--- src/rtl/mux_scan_n.sv ---
// Registered N-channel mux with manual select and round-robin scan (DWELL cycles per channel).
// Optional MUX_SCAN_MASK_EN adds a per-channel enable MASK that scan skips over.
module mux_scan_n #(
    parameter int unsigned BITS     = 4,
    parameter int unsigned CHANNELS = 16,
    parameter int unsigned SELW     = 4,
    parameter int unsigned DWELL    = 1000
) (
    input  logic                     clock,
    input  logic                     reset,
    input  logic [CHANNELS*BITS-1:0] D,
    input  logic [SELW-1:0]          SEL,
    input  logic                     MODO,
    input  logic                     HOLD,
`ifdef MUX_SCAN_MASK_EN
    input  logic [CHANNELS-1:0]      MASK,
`endif
    output logic [BITS-1:0]          MUX_OUT,
    output logic [SELW-1:0]          CANAL,
    output logic                     VALID,
    output logic                     FIM_CICLO
);

    localparam int unsigned CNTW = (DWELL > 1) ? $clog2(DWELL) : 1;
    localparam int unsigned IDXW = (CHANNELS > 1) ? $clog2(CHANNELS) : 1;
    localparam logic [CNTW-1:0] CNT_LAST = CNTW'(DWELL - 1);

    logic [CNTW-1:0]     count;
    logic [CNTW-1:0]     count_next;
    logic                modo_q;
    logic [SELW-1:0]     canal_next;
    logic                fim_next;
    logic                valid_next;
    logic [BITS-1:0]     data_next;

    logic [CHANNELS-1:0] enabled;
    logic [BITS-1:0]     chan [CHANNELS];

    logic [SELW-1:0]     adv_idx;
    logic                adv_wrap;
    logic                adv_found;
    int unsigned         cand;

`ifdef MUX_SCAN_MASK_EN
    assign enabled = MASK;
`else
    assign enabled = '1;
`endif

    // Unpack the data bus into one entry per channel
    for (genvar k = 0; k < int'(CHANNELS); k++) begin : g_chan
        assign chan[k] = D[k*BITS +: BITS];
    end

    // Next enabled channel after CANAL, searched cyclically; wrap flags a high-to-low crossing
    always_comb begin
        adv_idx   = CANAL;
        adv_wrap  = 1'b0;
        adv_found = 1'b0;
        cand      = 0;
        for (int unsigned i = 1; i <= CHANNELS; i++) begin
            cand = 32'(CANAL) + i;
            if (cand >= CHANNELS) begin
                cand = cand - CHANNELS;
            end
            if (!adv_found && enabled[IDXW'(cand)]) begin
                adv_found = 1'b1;
                adv_idx   = SELW'(cand);
                adv_wrap  = (cand <= 32'(CANAL));
            end
        end
    end

    // Channel and dwell-counter next state
    always_comb begin
        canal_next = CANAL;
        count_next = count;
        fim_next   = 1'b0;
        if (!MODO) begin
            canal_next = SEL;
            count_next = '0;
        end else if (!modo_q) begin
            // Entering scan: restart from channel 0 with a full dwell
            canal_next = '0;
            count_next = '0;
        end else if (!HOLD) begin
            if (count < CNT_LAST) begin
                count_next = count + CNTW'(1);
            end else begin
                count_next = '0;
                if (adv_found) begin
                    canal_next = adv_idx;
                    fim_next   = adv_wrap;
                end
            end
        end
    end

    // Out-of-range or disabled channels read as all ones
    always_comb begin
        data_next = '1;
        if ((32'(canal_next) < CHANNELS) && enabled[IDXW'(canal_next)]) begin
            data_next = chan[IDXW'(canal_next)];
        end
    end

    assign valid_next = (canal_next != CANAL);

    // modo_q resets to 1 so scan straight out of reset keeps a full first dwell
    always_ff @(posedge clock) begin
        if (reset) begin
            MUX_OUT   <= '0;
            CANAL     <= '0;
            VALID     <= 1'b0;
            FIM_CICLO <= 1'b0;
            count     <= '0;
            modo_q    <= 1'b1;
        end else begin
            MUX_OUT   <= data_next;
            CANAL     <= canal_next;
            VALID     <= valid_next;
            FIM_CICLO <= fim_next;
            count     <= count_next;
            modo_q    <= MODO;
        end
    end

endmodule

--- config.mk ---
export PLATFORM = sky130hd
export DESIGN_NAME = mux_scan_n
export DESIGN_NICKNAME = d
export VERILOG_FILES = /design/src/rtl/mux_scan_n.sv
export SDC_FILE = /design/constraint.sdc
export NUM_CORES = 1
export LEC_CHECK = 0
export ABC_AREA = 1
export CAP_MARGIN = 20
export CORE_UTILIZATION = 43
export DETAILED_ROUTE_END_ITERATION = 12
export PLACE_DENSITY = 0.81
export RECOVER_POWER = 100
export SYNTH_ARGS = -nofsm -noshare
export SYNTH_HDL_FRONTEND = slang
export SYNTH_SLANG_ARGS = --single-unit
export TNS_END_PERCENT = 30
--- constraint.sdc ---
create_clock -name clock -period 2.65 [get_ports clock]
set_clock_uncertainty 0.1 [all_clocks]
set_input_delay 0.53 -clock clock [delete_from_list [all_inputs] [get_ports clock]]
set_output_delay 0.53 -clock clock [all_outputs]
set_load 0.01 [all_outputs]
==> impl_metrics.json <==
{
  "num_vias": 2293,
  "hold_violations": 0,
  "clk-insertion-delay-late_ns": 0.26,
  "drtIter0Drc": 187,
  "num_antenna_cells": 0,
  "finalSetupViolCount": 0,
  "grt_pass1_wl_um": 9610,
  "wl_per_cell_um": 12.8,
  "synth_common_cells": "nand3_1 (71), inv_1 (65), nand2_1 (57)",
  "synthToLayoutAreaGrowth_pct": 45.5,
  "drv_cap": 0,
  "maxSlewHeadroom": 0.754,
  "cts.sinks": 21,
  "hold_start": "count[9]",
  "core_area_um2": 4350,
  "final_nets": 475,
  "synth_largest_area_cell": "dfxtp_1",
  "r2r_start": "count[1]",
  "status": "completed",
  "crit_fanout": 10,
  "fillCellCount": 407,
  "syn_inst": 317,
  "dr.pass1.iters": 5,
  "synth.area.top_cells": "dfxtp_1 (22%), nand3_1 (18%), inv_1 (13%), nand2_1 (11%), nand3b_1 (7.8%)",
  "clockRootBuffer": "clkbuf_8",
  "ys_ff_latch": 21,
  "numCtsBuffers": 3,
  "grt_max_degree": 35,
  "netlist_area_um2": 1940,
  "synth_top_area_share": 0.217,
  "tns_ns": 0,
  "antenna_found_initial": 0,
  "dpl.hpwl_um": 4510,
  "synth-async-reset-ratio": 0,
  "min_period_ns": 2.38,
  "yosysSeqAreaShare": 0.217,
  "cp.required_ns": 2.71,
  "cts_buffer_depth": 2,
  "r2r_slack_ns": 0.52,
  "p_leak_nw": 1.33,
  "syn_avg_cell_area_um2": 6.11,
  "fin_total_pwr_mw": 0.880,
  "gp_congestion": 0.884,
  "port_buffers": 81,
  "hold_path.class": "flop to flop",
  "viasPerCell": 5.10,
  "syn-num-nets": 393,
  "design.portCount": 82,
  "ys.flop_type": "dfxtp_1",
  "cts_resized": 0,
  "ys_warn_count": 0,
  "yosysMostFrequentCell": "nand3_1",
  "route.antenna.remaining_nets": 0,
  "placementRows": 24,
  "drive_above_1_share": 0.0578,
  "worst_pin_slew_ns": 0.365,
  "htreeDepth": 1,
  "cts_tree": "done",
  "worstHoldPathCells": 2,
  "ctsHoldBuffers": 0,
  "first_global_vias": 2139,
  "grtUsageTotal": 0.242,
  "drc_errors": 0,
  "reg2reg_to": "MUX_OUT[2]",
  "wl_um": 5770,
  "end_kind": "flop",
  "initial_utilization": 0.445,
  "rr_worst_depth": 10,
  "die_area_um2": 4770,
  "synth_edf_count": 0,
  "rsz0062_at_grt": "false",
  "whs_endpoint": "count[9]",
  "arrival_ns": 2.44,
  "ys_types": 28,
  "grt_overflow": 0,
  "fin_crit_sh": 0.899,
  "die_w_um": 69.1,
  "cp-startpoint": "HOLD",
  "die_h_um": 69.1,
  "worst-setup-path-type": "input pin to flop",
  "ir_worst_vdd_uv": 183,
  "path_clk_slew_ns": 0.08,
  "post-cts-setup-buffer-count": 0,
  "p_per_area_nw_per_um2": 312,
  "maxSlewViolCount": 0,
  "start_kind": "input pin",
  "fmax_ghz": 0.420
}
-- area by class of cell --
| type | instances | area, um^2 | area share |
|---|---|---|---|
| Multi-Input combinational cell | 216 | 1160 | 0.413 |
| Timing Repair Buffer | 89 | 867 | 0.308 |
| Sequential cell | 21 | 420 | 0.149 |
| Inverter | 68 | 255 | 0.0906 |
| Tap cell | 52 | 65.1 | 0.0231 |
| Clock buffer | 4 | 45.0 | 0.0160 |
-- metrics by stage --
stage,area [um^2],hold slack (ns),cells,setup WS (ns),util
detailed placement,2780,0.357,446,0.0464,0.638
global route,2820,0.400,450,0.0688,0.647
CTS,2820,0.377,450,0.322,0.648
global placement,2780,0.354,446,0.139,0.638
finish,2820,0.380,450,0.269,0.647
floorplan,1940,0.337,317,0.782,-
-- power breakdown --
| part | switching, mW | total, mW | internal [mW] |
|---|---|---|---|
| clock network | 0.108 | 0.216 | 0.107 |
| registers | 0.00871 | 0.338 | 0.329 |
| logic | 0.148 | 0.326 | 0.178 |
-- cells in the final DEF (no fill, tap or decap), types with 2 or more instances in the layout --
cell	count
clkdlybuf4s50_1	71
dlygate4sd3_1	10
o21ai_0	5
clkbuf_1	2
nand3_4	2
inv_2	2
ha_1	4
nand2_1	58
inv_1	66
nand2_4	2
a21oi_1	10
buf_4	7
or2_2	2
nand3_1	71
xor2_1	3
dfxtp_1	21
nor3b_1	3
nor2_1	21
nand3b_1	20
clkbuf_8	3
nand4_1	3
nor3_1	5
-- how the worst max path moves through the flow --
stage / endpoint / cells after the start
2_1_floorplan: VALID / 13
3_3_place_gp: MUX_OUT[2] / 12
3_5_place_dp: VALID / 13
4_1_cts: VALID / 13
5_1_grt: VALID / 13
6_report: MUX_OUT[2] / 11
-- sequential cells by signal (all words and copies together), names as in the netlist --
signal,cells
MUX_OUT,4
count,10
CANAL,4
FIM_CICLO,1
VALID,1
modo_q,1
-- critical path, cell delays in order --
cell and delay [ns]:
clkdlybuf4s50_1 0.46, inv_1 0.13, nand2_1 0.10, nor2_4 0.14
nand3_4 0.13, o21ai_0 0.33, o21ai_4 0.14, inv_2 0.18
nand3_1 0.13, nand3_1 0.10, a21oi_1 0.06
-- metal layers --
layer	vias up	GRT usage	part of all wire	wire length (um)
met5	-	0	0	0
met4	0	0.0476	0.0083	48
met3	5	0.0219	0.058	333
met2	96	0.428	0.49	2820
met1	1019	0.318	0.45	2570
li1	1173	-	-	-
-- kinds of logic (layout without fill, tap and decap cells) --
group	count (synthesis)	after routing	share of synthesized area
AND/OR/NAND/NOR	191	191	0.509
buffers and inverters	80	161	0.180
flip-flops	21	21	0.217
AO/OA/AOI/OAI	18	18	0.0543
adder cells (fa/ha/maj)	4	4	0.0259
XOR/XNOR	3	3	0.0136
(Power assumes the default switching activity.)
